[config.mk]
export PLATFORM = sky130hd
export DESIGN_NAME = dpram_b_reader
export DESIGN_NICKNAME = d
export VERILOG_FILES = /design/src/rtl/dpram_b_reader.sv
export SDC_FILE = /design/constraint.sdc
export NUM_CORES = 1
export LEC_CHECK = 0
export ABC_AREA = 1
export BUFFER_PORTS_ARGS = -buffer_cell sky130_fd_sc_hd__buf_4
export CAP_MARGIN = 20
export CORE_MARGIN = 1.5
export CORE_UTILIZATION = 49
export DETAILED_ROUTE_END_ITERATION = 10
export HOLD_SLACK_MARGIN = 0.1
export PLACE_DENSITY = 0.84
export SYNTH_ARGS = -nofsm -noshare
export SYNTH_HDL_FRONTEND = slang
export SYNTH_SLANG_ARGS = --single-unit
[constraint.sdc]
create_clock -name clk -period 1.5 [get_ports clk]
set_input_delay 0.3 -clock clk [delete_from_list [all_inputs] [get_ports clk]]
set_output_delay 0.3 -clock clk [all_outputs]
set_load 0.05 [all_outputs]
[src/rtl/dpram_b_reader.sv]
// Port-B side of the J1 dual-port RAM mailbox: polls CTRL, streams LEN payload words, writes CTRL/STAT back.
// Optional DPRAM_PREFETCH_EN: a 2-entry prefetch FIFO replaces the serial fetch/wait/send loop.
module dpram_b_reader #(
    parameter int                ADDR_W    = 8,
    parameter int                DATA_W    = 16,
    parameter logic [ADDR_W-1:0] CTRL_ADDR = 8'h00,
    parameter logic [ADDR_W-1:0] STAT_ADDR = 8'h01,
    parameter logic [ADDR_W-1:0] BASE_ADDR = 8'h10
) (
    input  logic              clk,
    input  logic              rst_n,
    output logic              b_en,
    output logic              b_we,
    output logic [ADDR_W-1:0] b_addr,
    output logic [DATA_W-1:0] b_din,
    input  logic [DATA_W-1:0] b_dout,
    output logic [DATA_W-1:0] m_data,
    output logic              m_valid,
    input  logic              m_ready,
    output logic              m_last,
    output logic              busy,
    output logic              done
);

    // Stream handshake: a beat transfers in any cycle with m_valid & m_ready; while
    // m_valid is high and m_ready low, m_data and m_last are held unchanged.
    typedef enum logic [2:0] {POLL_RD, POLL_CHK, FETCH, WAIT, SEND, CLR_WR, STAT_WR} state_t;

`ifdef DPRAM_PREFETCH_EN
    localparam state_t FIRST_ST = SEND;
`else
    localparam state_t FIRST_ST = FETCH;
`endif

    state_t            state_q, state_d;
    logic [ADDR_W-1:0] addr_q, addr_d;
    logic [7:0]        len_q, len_d, count_q, count_d;
    logic              b_en_q, b_en_d, b_we_q, b_we_d;
    logic [ADDR_W-1:0] b_addr_q, b_addr_d;
    logic [DATA_W-1:0] b_din_q, b_din_d;
    logic              busy_q, busy_d, done_q, done_d;
    logic [DATA_W-1:0] stat_word;
    logic              at_last;
    logic [ADDR_W-1:0] addr_inc;

    assign at_last  = (count_q == len_q - 8'd1);
    assign addr_inc = addr_q + ADDR_W'(1);

    always_comb begin
        stat_word       = '0;
        stat_word[15]   = 1'b1;
        stat_word[7:0]  = len_q;
    end

`ifdef DPRAM_PREFETCH_EN
    logic [DATA_W-1:0] fifo_q [2];
    logic [DATA_W-1:0] fifo_d [2];
    logic              rd_ptr_q, rd_ptr_d, wr_ptr_q, wr_ptr_d;
    logic [1:0]        occ_q, occ_d;
    logic              pend_q, pend_d;
    logic [7:0]        rd_cnt_q, rd_cnt_d;
    logic              rd_issue, pop;
    logic [2:0]        in_use;

    // A read may issue when entries held plus the one in flight, less any leaving now, leave room.
    assign pop      = (state_q == SEND) && m_valid && m_ready;
    assign in_use   = {1'b0, occ_q} + {2'b00, pend_q};
    assign rd_issue = (state_q == SEND) && (rd_cnt_q != len_q) && (in_use < 3'd2 + {2'b00, pop});
    assign m_valid  = (occ_q != 2'd0);
    assign m_data   = fifo_q[rd_ptr_q];
    assign m_last   = m_valid && at_last;
    assign b_en     = b_en_q | rd_issue;
    assign b_addr   = rd_issue ? addr_q : b_addr_q;
`else
    logic [DATA_W-1:0] m_data_q, m_data_d;
    logic              m_valid_q, m_valid_d, m_last_q, m_last_d;

    assign m_data  = m_data_q;
    assign m_valid = m_valid_q;
    assign m_last  = m_last_q;
    assign b_en    = b_en_q;
    assign b_addr  = b_addr_q;
`endif

    assign b_we  = b_we_q;
    assign b_din = b_din_q;
    assign busy  = busy_q;
    assign done  = done_q;

    always_comb begin
        state_d = state_q;
        addr_d  = addr_q;
        len_d   = len_q;
        count_d = count_q;
`ifdef DPRAM_PREFETCH_EN
        fifo_d   = fifo_q;
        rd_ptr_d = rd_ptr_q;
        wr_ptr_d = wr_ptr_q;
        pend_d   = rd_issue;
        rd_cnt_d = rd_cnt_q;
        if (pend_q) begin
            fifo_d[wr_ptr_q] = b_dout;
            wr_ptr_d         = !wr_ptr_q;
        end
        if (pop) rd_ptr_d = !rd_ptr_q;
        occ_d = occ_q + {1'b0, pend_q} - {1'b0, pop};
        if (rd_issue) begin
            addr_d   = addr_inc;
            rd_cnt_d = rd_cnt_q + 8'd1;
        end
`else
        m_data_d  = m_data_q;
        m_valid_d = m_valid_q;
        m_last_d  = m_last_q;
`endif
        case (state_q)
            // Right after reset no CTRL read is outstanding yet, so issue one before checking.
            POLL_RD: if (b_en_q) state_d = POLL_CHK;
            POLL_CHK: begin
                if (b_dout[15]) begin
                    len_d   = b_dout[7:0];
                    count_d = '0;
                    addr_d  = BASE_ADDR;
`ifdef DPRAM_PREFETCH_EN
                    rd_cnt_d = '0;
`endif
                    state_d = (b_dout[7:0] == 8'd0) ? CLR_WR : FIRST_ST;
                end else begin
                    state_d = POLL_RD;
                end
            end
            FETCH: state_d = WAIT;
            WAIT: begin
`ifndef DPRAM_PREFETCH_EN
                m_data_d  = b_dout;
                m_valid_d = 1'b1;
                m_last_d  = at_last;
`endif
                state_d = SEND;
            end
            SEND: begin
`ifdef DPRAM_PREFETCH_EN
                if (pop) begin
                    count_d = count_q + 8'd1;
                    if (at_last) state_d = CLR_WR;
                end
`else
                if (m_ready) begin
                    m_valid_d = 1'b0;
                    m_last_d  = 1'b0;
                    addr_d    = addr_inc;
                    count_d   = count_q + 8'd1;
                    state_d   = m_last_q ? CLR_WR : FETCH;
                end
`endif
            end
            CLR_WR:  state_d = STAT_WR;
            STAT_WR: state_d = POLL_RD;
            default: state_d = POLL_RD;
        endcase

        // RAM port and status outputs describe the state being entered.
        b_en_d   = 1'b0;
        b_we_d   = 1'b0;
        b_addr_d = b_addr_q;
        b_din_d  = '0;
        case (state_d)
            POLL_RD: begin
                b_en_d   = 1'b1;
                b_addr_d = CTRL_ADDR;
            end
            FETCH: begin
                b_en_d   = 1'b1;
                b_addr_d = addr_d;
            end
            CLR_WR: begin
                b_en_d   = 1'b1;
                b_we_d   = 1'b1;
                b_addr_d = CTRL_ADDR;
            end
            STAT_WR: begin
                b_en_d   = 1'b1;
                b_we_d   = 1'b1;
                b_addr_d = STAT_ADDR;
                b_din_d  = stat_word;
            end
            default: ;
        endcase
        busy_d = !(state_d inside {POLL_RD, POLL_CHK});
        done_d = (state_d == STAT_WR);
    end

    always_ff @(posedge clk or negedge rst_n) begin
        if (!rst_n) begin
            state_q  <= POLL_RD;
            addr_q   <= '0;
            len_q    <= '0;
            count_q  <= '0;
            b_en_q   <= 1'b0;
            b_we_q   <= 1'b0;
            b_addr_q <= '0;
            b_din_q  <= '0;
            busy_q   <= 1'b0;
            done_q   <= 1'b0;
`ifdef DPRAM_PREFETCH_EN
            fifo_q[0] <= '0;
            fifo_q[1] <= '0;
            rd_ptr_q  <= 1'b0;
            wr_ptr_q  <= 1'b0;
            occ_q     <= '0;
            pend_q    <= 1'b0;
            rd_cnt_q  <= '0;
`else
            m_data_q  <= '0;
            m_valid_q <= 1'b0;
            m_last_q  <= 1'b0;
`endif
        end else begin
            state_q  <= state_d;
            addr_q   <= addr_d;
            len_q    <= len_d;
            count_q  <= count_d;
            b_en_q   <= b_en_d;
            b_we_q   <= b_we_d;
            b_addr_q <= b_addr_d;
            b_din_q  <= b_din_d;
            busy_q   <= busy_d;
            done_q   <= done_d;
`ifdef DPRAM_PREFETCH_EN
            fifo_q   <= fifo_d;
            rd_ptr_q <= rd_ptr_d;
            wr_ptr_q <= wr_ptr_d;
            occ_q    <= occ_d;
            pend_q   <= pend_d;
            rd_cnt_q <= rd_cnt_d;
`else
            m_data_q  <= m_data_d;
            m_valid_q <= m_valid_d;
            m_last_q  <= m_last_d;
`endif
        end
    end

endmodule

**Yosys cells after proc, flatten, opt, wreduce, memory -nomap -nowiden**

Index checks and enable logic that the tools add are counted.

- Bits in registers: 73
- Latch bits: 0
- Bits in writable memories: 0
- Bits in read-only memories: 0
- Input port bits: 19
- Output and inout port bits: 46
- Logic and storage cells: 61
- Memories kept: 0

- Add/sub/neg operators: 3
- Multipliers: 0
- Divide/modulo/power cells: 0
- Magnitude comparators: 0
- Eq/ne operators: 12
- Shift operators: 0
- Muxes and demuxes: 19
- Bitwise operators: 0
- Reduce and logical (&&, ||, !) cells: 14

Operators with widths:

| operator | count |
|---|---|
| 2-to-1 mux 8 bit | 4 |
| one-hot mux 8 bit (2 select lines) | 2 |
| one-hot mux 8 bit (3 select lines) | 1 |
| one-hot mux 3 bit (6 select lines) | 1 |
| adder 8 x 1 -> 8 bit (second input constant) | 2 |
| 2-to-1 mux 16 bit | 1 |
| 2-to-1 mux 3 bit | 5 |
| equality test 3 bit (second input constant) | 4 |
| equality test 3 x 2 -> 1 bit (second input constant) | 3 |
| equality test 8 bit | 1 |
| logical NOT 8 bit | 1 |
| subtractor 8 x 1 -> 8 bit (second input constant) | 1 |
| equality test 3 x 1 -> 1 bit (second input constant) | 2 |
| logical NOT 3 bit | 2 |
| nonzero test 2 bit | 3 |
| != test 2 bit (second input constant) | 2 |
| one-hot mux 1 bit (2 select lines) | 2 |
| AND reduction 2 bit | 2 |
| OR reduction 2 bit | 2 |
| OR reduction 4 bit | 1 |
| 2-to-1 mux 1 bit | 3 |
| AND reduction 3 bit | 1 |
| nonzero test 3 bit | 1 |
| logical NOT 1 bit | 1 |

**Depth between registers and ports, before layout**

Gate-level depths: netlist of run 1.

- Depth after elaboration: 7
- Gate-level depth with buffers: 11
- Mapped depth without buffers: 11

**Least setup slack after synthesis of run 1**

No wires, ideal clock.

- Kind: reg2reg
- Start point: reg m_last_q, in the netlist m_last
- End point: reg b_addr_q[0], in the netlist b_addr[0]
- Setup time: 0.121 ns
- Arrival time: 1.514 ns
- Required time: 1.379 ns
- Path slack: -0.135 ns
- Stages on the path, launching flop included: 10
- Path buffers: 0
- Period minus slack after synthesis: 1.635 ns
- Cells stage by stage: dfrtp_1 inv_1 nand2_1 nand2_1 nand2_2 nand2_1 nor2_2 nand3_4 nand4_1 nand2_1

- Longest elaborated chain between the ends: 6
- Elaborated cells on any way between the ends: 10
- Those cells by class: eq/ne: 3; mux: 4; reduce/logical: 3

RTL lines:

| element | RTL line | source |
|---|---|---|
| start: declaration | 76 | `logic m_valid_q, m_valid_d, m_last_q, m_last_d;` |
| start signal: assignment | 239 | `m_last_q <= m_last_d;` |
| 2-to-1 mux 3 bit * | 153 | `state_d = m_last_q ? CLR_WR : FETCH;` |
| 2-to-1 mux 3 bit * | 148 | `if (m_ready) begin` |
| one-hot mux 3 bit (6 select lines) * | 116 | `case (state_q)` |
| equality test 3 bit / logical NOT 3 bit (equally long branches) | 167 | `case (state_d)` |
| OR reduction 2 bit (no line) | -- |  |
| one-hot mux 8 bit (3 select lines) / nonzero test 3 bit (equally long branches) | -- |  |
| end signal: assignment | 225 | `b_addr_q <= b_addr_d;` |
| end: declaration | 39 | `logic [ADDR_W-1:0] b_addr_q, b_addr_d;` |

Every way passes the cells marked *; elsewhere a longest branch is shown, timed or not.
A chain may end at the register's enable or synchronous reset.

**Final worst setup path of run 1**

- Start point: reg state_q[0]
- End point: reg count_q[4]

- Longest elaborated chain between the ends: 3
- Elaborated cells on any way between the ends: 7
- Those cells by class: eq/ne: 4; mux: 1; reduce/logical: 2

RTL lines:

| element | RTL line | source |
|---|---|---|
| start: declaration | 35 | `state_t state_q, state_d;` |
| start signal: assignment | 219 | `state_q <= state_d;` |
| equality test 3 x 1 -> 1 bit / equality test 3 bit (equally long branches) | 116 |  |
| != test 2 bit (no line) / nonzero test 2 bit (equally long branches) | -- |  |
| AND reduction 3 bit (no line) | -- |  |
| end signal: assignment | 222 | `count_q <= count_d;` |
| end: declaration | 37 | `logic [7:0] len_q, len_d, count_q, count_d;` |

Several ways; a longest one is shown, not always the timed one.

==> results.cfg, run 1 <==
[synth]
synth_common_cells = nand2_1, dfrtp_1, nor2_1
netlist_area_um2 = 3090
syn_area_per_cell_um2 = 9.01
async_flop_share_pct = 100
synth_top_area_share_pct = 52.6
yosys_warnings = 0
synth_area_leaders = dfrtp_1, nand2_1, o21ai_0
synth_edf_count = 0
yosysTopAreaCell = dfrtp_1
ys_types = 31
ys_seq_area_share_pct = 52.6
synth-main-ff-cell = dfrtp_1
synth.most_common_cell = nand2_1
synth_cells = 343
ys_ff_latch = 65

[global_routing]
grt.total_usage_pct = 23.6
grt_pass1_vias = 2627
grt_max_degree = 29
grt_remaining_overflow = 0
antenna_found_initial = 0
grt_pass1_wl_um = 11900

[floorplanning]
io_pins = 65
dieArea_um2 = 6790
start_util_pct = 51.6
die_w_um = 82.4
core_um2 = 5990
rows = 28
fp.dieH_um = 82.4

[placement]
dp_hpwl_um = 4820
dpl_cell_area_um2 = 3660
gp_congestion = 0.884
dp_cells = 480
io_buffers = 57

[cells_and_area]
diodes = 0
stdcell_count = 516
area_growth_pct = 35.0
multi_input_area_um2 = 1400
final_layout_size_suffix_gt1_share_pct = 36.1
register_area_um2 = 1630
num-fill-cells = 409
fin_area_um2 = 4170
final_net_count = 458

[hold_path]
hp-class = in -> reg
hold_end = m_data[11]
hp-start = b_dout[11]
whs_path_depth = 2

[timing]
fin_setup_tns_ns = -0.474
setup_violations = 14
hold_viol_final = 0
period_share_pct = 104
layout_setup_ws_ns = -0.0675
rsz0062_at_grt = yes
fin_skew_ns = 0.00608
fmaxAchievable_ghz = 0.638
hold-worst-slack_ns = 0.190
fin_crit_ns = 1.57
slew_viol_final = 0

[cts]
cts_tree = built
root_buffer = clkbuf_8
cts.htree.levels = 3
clockBufferDepth = 2
path_clk_slew_ns = 0.07
cts.sinks = 65
clkLatencyLatePin_ns = 0.34
numCtsBuffers = 9

[critical_path]
crit_arrival_ns = 1.84
cp_max_fo = 7
critPathRequiredTime_ns = 1.77
reg2reg_to = count_q[4]
crit_type = reg -> reg
r2r-start = state_q[0]
crit_path_end_kind = register
critPathLaunchType = register
worstRegToRegCells = 11
reg2reg_slack_ns = -0.07

[power_and_ir_drop]
p_seq_share_pct = 31.5
clock_power_share_pct = 17.4
p_switching_mw = 3.98
total_power_mw = 8.65
power.density_nw_per_um2 = 2070
intPower_mw = 4.67
swShare_pct = 46.0
p_leak_nw = 2.09
comb_power_share_pct = 51.1
ir_worst_vdd_mv = 1.85

[routing]
num_vias = 2719
routed_via_density = 5.27
drt_pass1_iterations = 5
ant_nets = 0
wl_per_cell_um = 14.7
routed_wl_um = 7590
drc = 0
drt_iter0_drc = 197

[outcome]
violations = setup timing
status = finished, violations left

[run]
maxCapViolations = 0
## worst max-delay path, cell delays in order, from the launching register on
cell and delay, ns:
dfrtp_2 0.47, nor2_2 0.12, nand2_2 0.08, nor2_4 0.21
inv_4 0.09, nand2_4 0.09, nand2_2 0.06, nor2_4 0.12
nand2_1 0.06, nand2_1 0.06, nand2_1 0.04, nor2_1 0.09
## state kept, by name, summed over array words and instances (netlist names)
| signal | count |
|---|---|
| m_last | 1 |
| len_q | 8 |
| b_addr | 8 |
| state_q | 3 |
| m_data | 16 |
| busy | 1 |
| m_valid | 1 |
| b_din | 9 |
| b_we | 1 |
| addr_q | 8 |
| count_q | 8 |
| b_en | 1 |
## metrics by stage
| stage | util, % | setup slack [ns] |
|---|---|---|
| 2_1_floorplan | - | 0.0629 |
| 3_3_place_gp | 61.2 | -0.0282 |
| 3_5_place_dp | 61.2 | -0.0811 |
| 4_1_cts | 67.0 | -0.0121 |
| 5_1_grt | 69.7 | -0.163 |
| 6_report | 69.7 | -0.0675 |
## layout by cell type (no fill, tap or decap), drive strengths merged
cell type | synthesis | final
a21oi | 8 | 8
a22o | 1 | 1
buf | 13 | 90
bufinv | 0 | 1
clkbuf | 3 | 10
clkinv | 0 | 1
clkinvlp | 0 | 3
conb | 1 | 7
dfrtp | 65 | 65
dlygate4sd3 | 0 | 1
ha | 3 | 3
inv | 34 | 35
mux2 | 7 | 7
nand2 | 79 | 79
nand3 | 26 | 27
nand3b | 2 | 2
nand4 | 12 | 12
nor2 | 41 | 41
nor3 | 6 | 6
nor3b | 3 | 3
o211ai | 1 | 1
o21ai | 26 | 26
xnor2 | 8 | 8
xor2 | 4 | 4
## power groups by stage
stage	Combinational, mW	Clock (mW)	Sequential [mW]
global placement	3.74	0	2.69
detailed placement	3.84	0	2.70
floorplan	1.69	0	3.74
global route	4.74	1.61	2.78
finish	4.42	1.50	2.72
CTS	4.12	1.52	2.69
## metal layers
metal / global-route usage (%) / up-vias / wire, µm
met4: 15.6 / 0 / 309
met3: 5.60 / 26 / 411
met5: 0 / - / 0
li1: - / 1284 / -
met1: 26.5 / 1303 / 2920
met2: 39.9 / 106 / 3950
## layout make-up
cell class	instances	area share, %
multi-input cells	235	33.6
repair buffers	91	17.0
clock buffers	10	3.30
inverters	34	3.18
clock inverters	6	1.59
well taps	75	2.25
flip-flops and latches	65	39.0
## worst max path at each step
stage	startpoint	to	depth (start not counted)
floorplan	m_last	b_addr[0]	9
CTS	state_q[1]	b_addr[7]	10
global route	state_q[0]	count_q[5]	11
detailed placement	b_dout[7]	b_addr[4]	9
finish	state_q[0]	count_q[4]	11
global placement	b_dout[7]	b_addr[0]	9
## cell families (layout without fill, tap and decap cells)
kind of cell    after synthesis  count (layout)  share of synthesized area (%)
compound gates               36              36                           6.15
xor+xnor                     12              12                           3.40
fa+ha+maj                     3               3                           1.21
buf+inv                      50             141                           7.45
flops                        65              65                           52.6
mux                           7               7                           2.55
other cells                   1               7                          0.121
simple gates                169             170                           26.5
## repair_timing
item	4_1_cts	5_1_grt
pin swaps	5	13
cloned	1	0
buffers inserted	9	9
hold endpoints to repair	26	0
setup endpoints to repair	10	26
hold buffers	1	0
gates resized for setup	14	23
Power figures use the tool's default switching activity.
==> run 2: changes to the inputs <==
--- a/config.mk
+++ b/config.mk
@@ -9,10 +9,10 @@
 export BUFFER_PORTS_ARGS = -buffer_cell sky130_fd_sc_hd__buf_4
 export CAP_MARGIN = 20
 export CORE_MARGIN = 1.5
-export CORE_UTILIZATION = 49
+export CORE_UTILIZATION = 50
 export DETAILED_ROUTE_END_ITERATION = 10
 export HOLD_SLACK_MARGIN = 0.1
-export PLACE_DENSITY = 0.84
+export PLACE_DENSITY = 0.82
 export SYNTH_ARGS = -nofsm -noshare
 export SYNTH_HDL_FRONTEND = slang
 export SYNTH_SLANG_ARGS = --single-unit
==> constraint.sdc (replaced) <==
create_clock -name clk -period 1.7 [get_ports clk]
set_input_delay 0.34 -clock clk [delete_from_list [all_inputs] [get_ports clk]]
set_output_delay 0.34 -clock clk [all_outputs]
set_load 0.05 [all_outputs]
==> results.cfg, run 2 (synthesis gave the netlist of run 1 again) <==
[power_and_ir_drop]
total_power_mw = 7.48
ir_worst_vdd_mv = 1.26
p_leak_nw = 2.01
power.density_nw_per_um2 = 1850

[routing]
drt_pass1_iterations = 4
drt_iter0_drc = 145
routed_wl_um = 7000
num_vias = 2596
ant_nets = 0
drc = 0
routed_via_density = 5.18
wl_per_cell_um = 14.0

[placement]
gp_congestion = 0.853
dp_hpwl_um = 5040
io_buffers = 57
dpl_cell_area_um2 = 3620

[cts]
root_buffer = clkbuf_8
clkLatencyLatePin_ns = 0.34
cts.sinks = 65
numCtsBuffers = 9
path_clk_slew_ns = 0.07
clockBufferDepth = 2
cts_tree = built
cts.htree.levels = 3

[timing]
period_share_pct = 95.6
fmaxAchievable_ghz = 0.615
fin_crit_ns = 1.63
fin_skew_ns = 0.0149
setup_violations = 0
hold_viol_final = 0
fin_setup_tns_ns = 0
hold-worst-slack_ns = 0.228
slew_viol_final = 0

[critical_path]
crit_family = simple AND/OR/NAND/NOR gates
cp_slowest_stage_delay_ns = 0.46
crit_type = reg -> reg
crit_arrival_ns = 1.86
worstPathCellList = buf_4 > nand3_1 > nor2_2 > nand2_2 > nand2_2 > nand3_4 > nand4_1 > nand2_2
cp_max_fo = 10
critPathLaunchType = register
reg2reg_to = b_addr[2]
worst-path-buf-inv = 1
r2r-start = state_q[0]
crit_path_end_kind = register
reg2reg_slack_ns = 0.07
worstRegToRegCells = 8
critPathRequiredTime_ns = 1.93
crit_path_frequent_cell = nand2_2
cpMaxStageDelayCell = dfrtp_2

[floorplanning]
rows = 28
core_um2 = 5960
die_w_um = 81.6
io_pins = 65
fp.dieH_um = 81.6
start_util_pct = 51.9
dieArea_um2 = 6660

[global_routing]
grt_pass1_wl_um = 11400
antenna_found_initial = 0
grt_max_degree = 27
grt_remaining_overflow = 0
grt.total_usage_pct = 22.8
grt_pass1_vias = 2538

[cells_and_area]
final_common_cell = buf_4
area_growth_pct = 30.5
diodes = 0
num-fill-cells = 467
fin_util_pct = 67.7
fin_area_um2 = 4030
largest_reg_flops = 16
final_net_count = 443
layout_common_cells = buf_4, nand2_1, dfrtp_1
final_layout_size_suffix_gt1_share_pct = 33.3

[hold_path]
hp-class = in -> reg
hp-start = b_dout[14]
hold_end = m_data[14]
whs_path_depth = 2

[run]
maxCapViolations = 0

[outcome]
status = completed
-- run 2: worst max path at each step --
| stage | cells after the start | end | start |
|---|---|---|---|
| after detailed placement | 9 | b_addr[7] | state_q[1] |
| final | 8 | b_addr[2] | state_q[0] |
| after CTS | 9 | b_addr[7] | state_q[1] |
| after global placement | 10 | b_addr[0] | b_dout[7] |
| after global routing | 8 | b_addr[2] | state_q[0] |
| after floorplan | 9 | b_addr[0] | m_last |
-- run 2: worst reg2reg max path: cells and delay by family, from the launching register on --
| kind | cells | cell delay, ns |
|---|---|---|
| AND/OR/NAND/NOR | 7 | 0.92 |
| buffers and inverters | 1 | 0.15 |
| flip-flops | 1 | 0.46 |
-- run 2: final cells by class --
type	instances	area, µm²	share of cell area, %
Clock buffer	10	138	3.41
Clock inverter	6	88.8	2.20
Inverter	34	133	3.29
Multi-Input combinational cell	234	1350	33.6
Sequential cell	65	1630	40.4
Tap cell	75	93.8	2.33
Timing Repair Buffer	77	597	14.8
-- run 2: repair_timing --
action,in CTS,in global routing
resized for setup,0,29
hold endpoints to repair,21,0
buffers inserted,0,9
endpoints found under the setup margin,0,10
hold buffers,1,0
-- run 2: power breakdown --
group	internal [mW]	total [mW]	switching (mW)	leakage, nW
registers	2.01	2.40	0.388	0.841
logic	1.24	3.60	2.36	1.06
clock network	0.868	1.48	0.612	0.109
total	4.12	7.48	3.36	2.01
-- run 2: through the flow --
stage | instances | worst slack (ns)
2_1_floorplan | 349 | 0.0653
3_3_place_gp | 475 | 0.129
3_5_place_dp | 475 | 0.0178
4_1_cts | 492 | 0.0112
5_1_grt | 501 | -0.0548
6_report | 501 | 0.0740
-- run 2: layer usage --
metal  vias to the layer above  GRT usage (%)  wire length [µm]
met1                      1261           26.4              2810
met4                         0           12.0               153
met5                         -              0                 0
li1                       1251              -                 -
met2                        68           39.1              3750
met3                        16           5.56               284
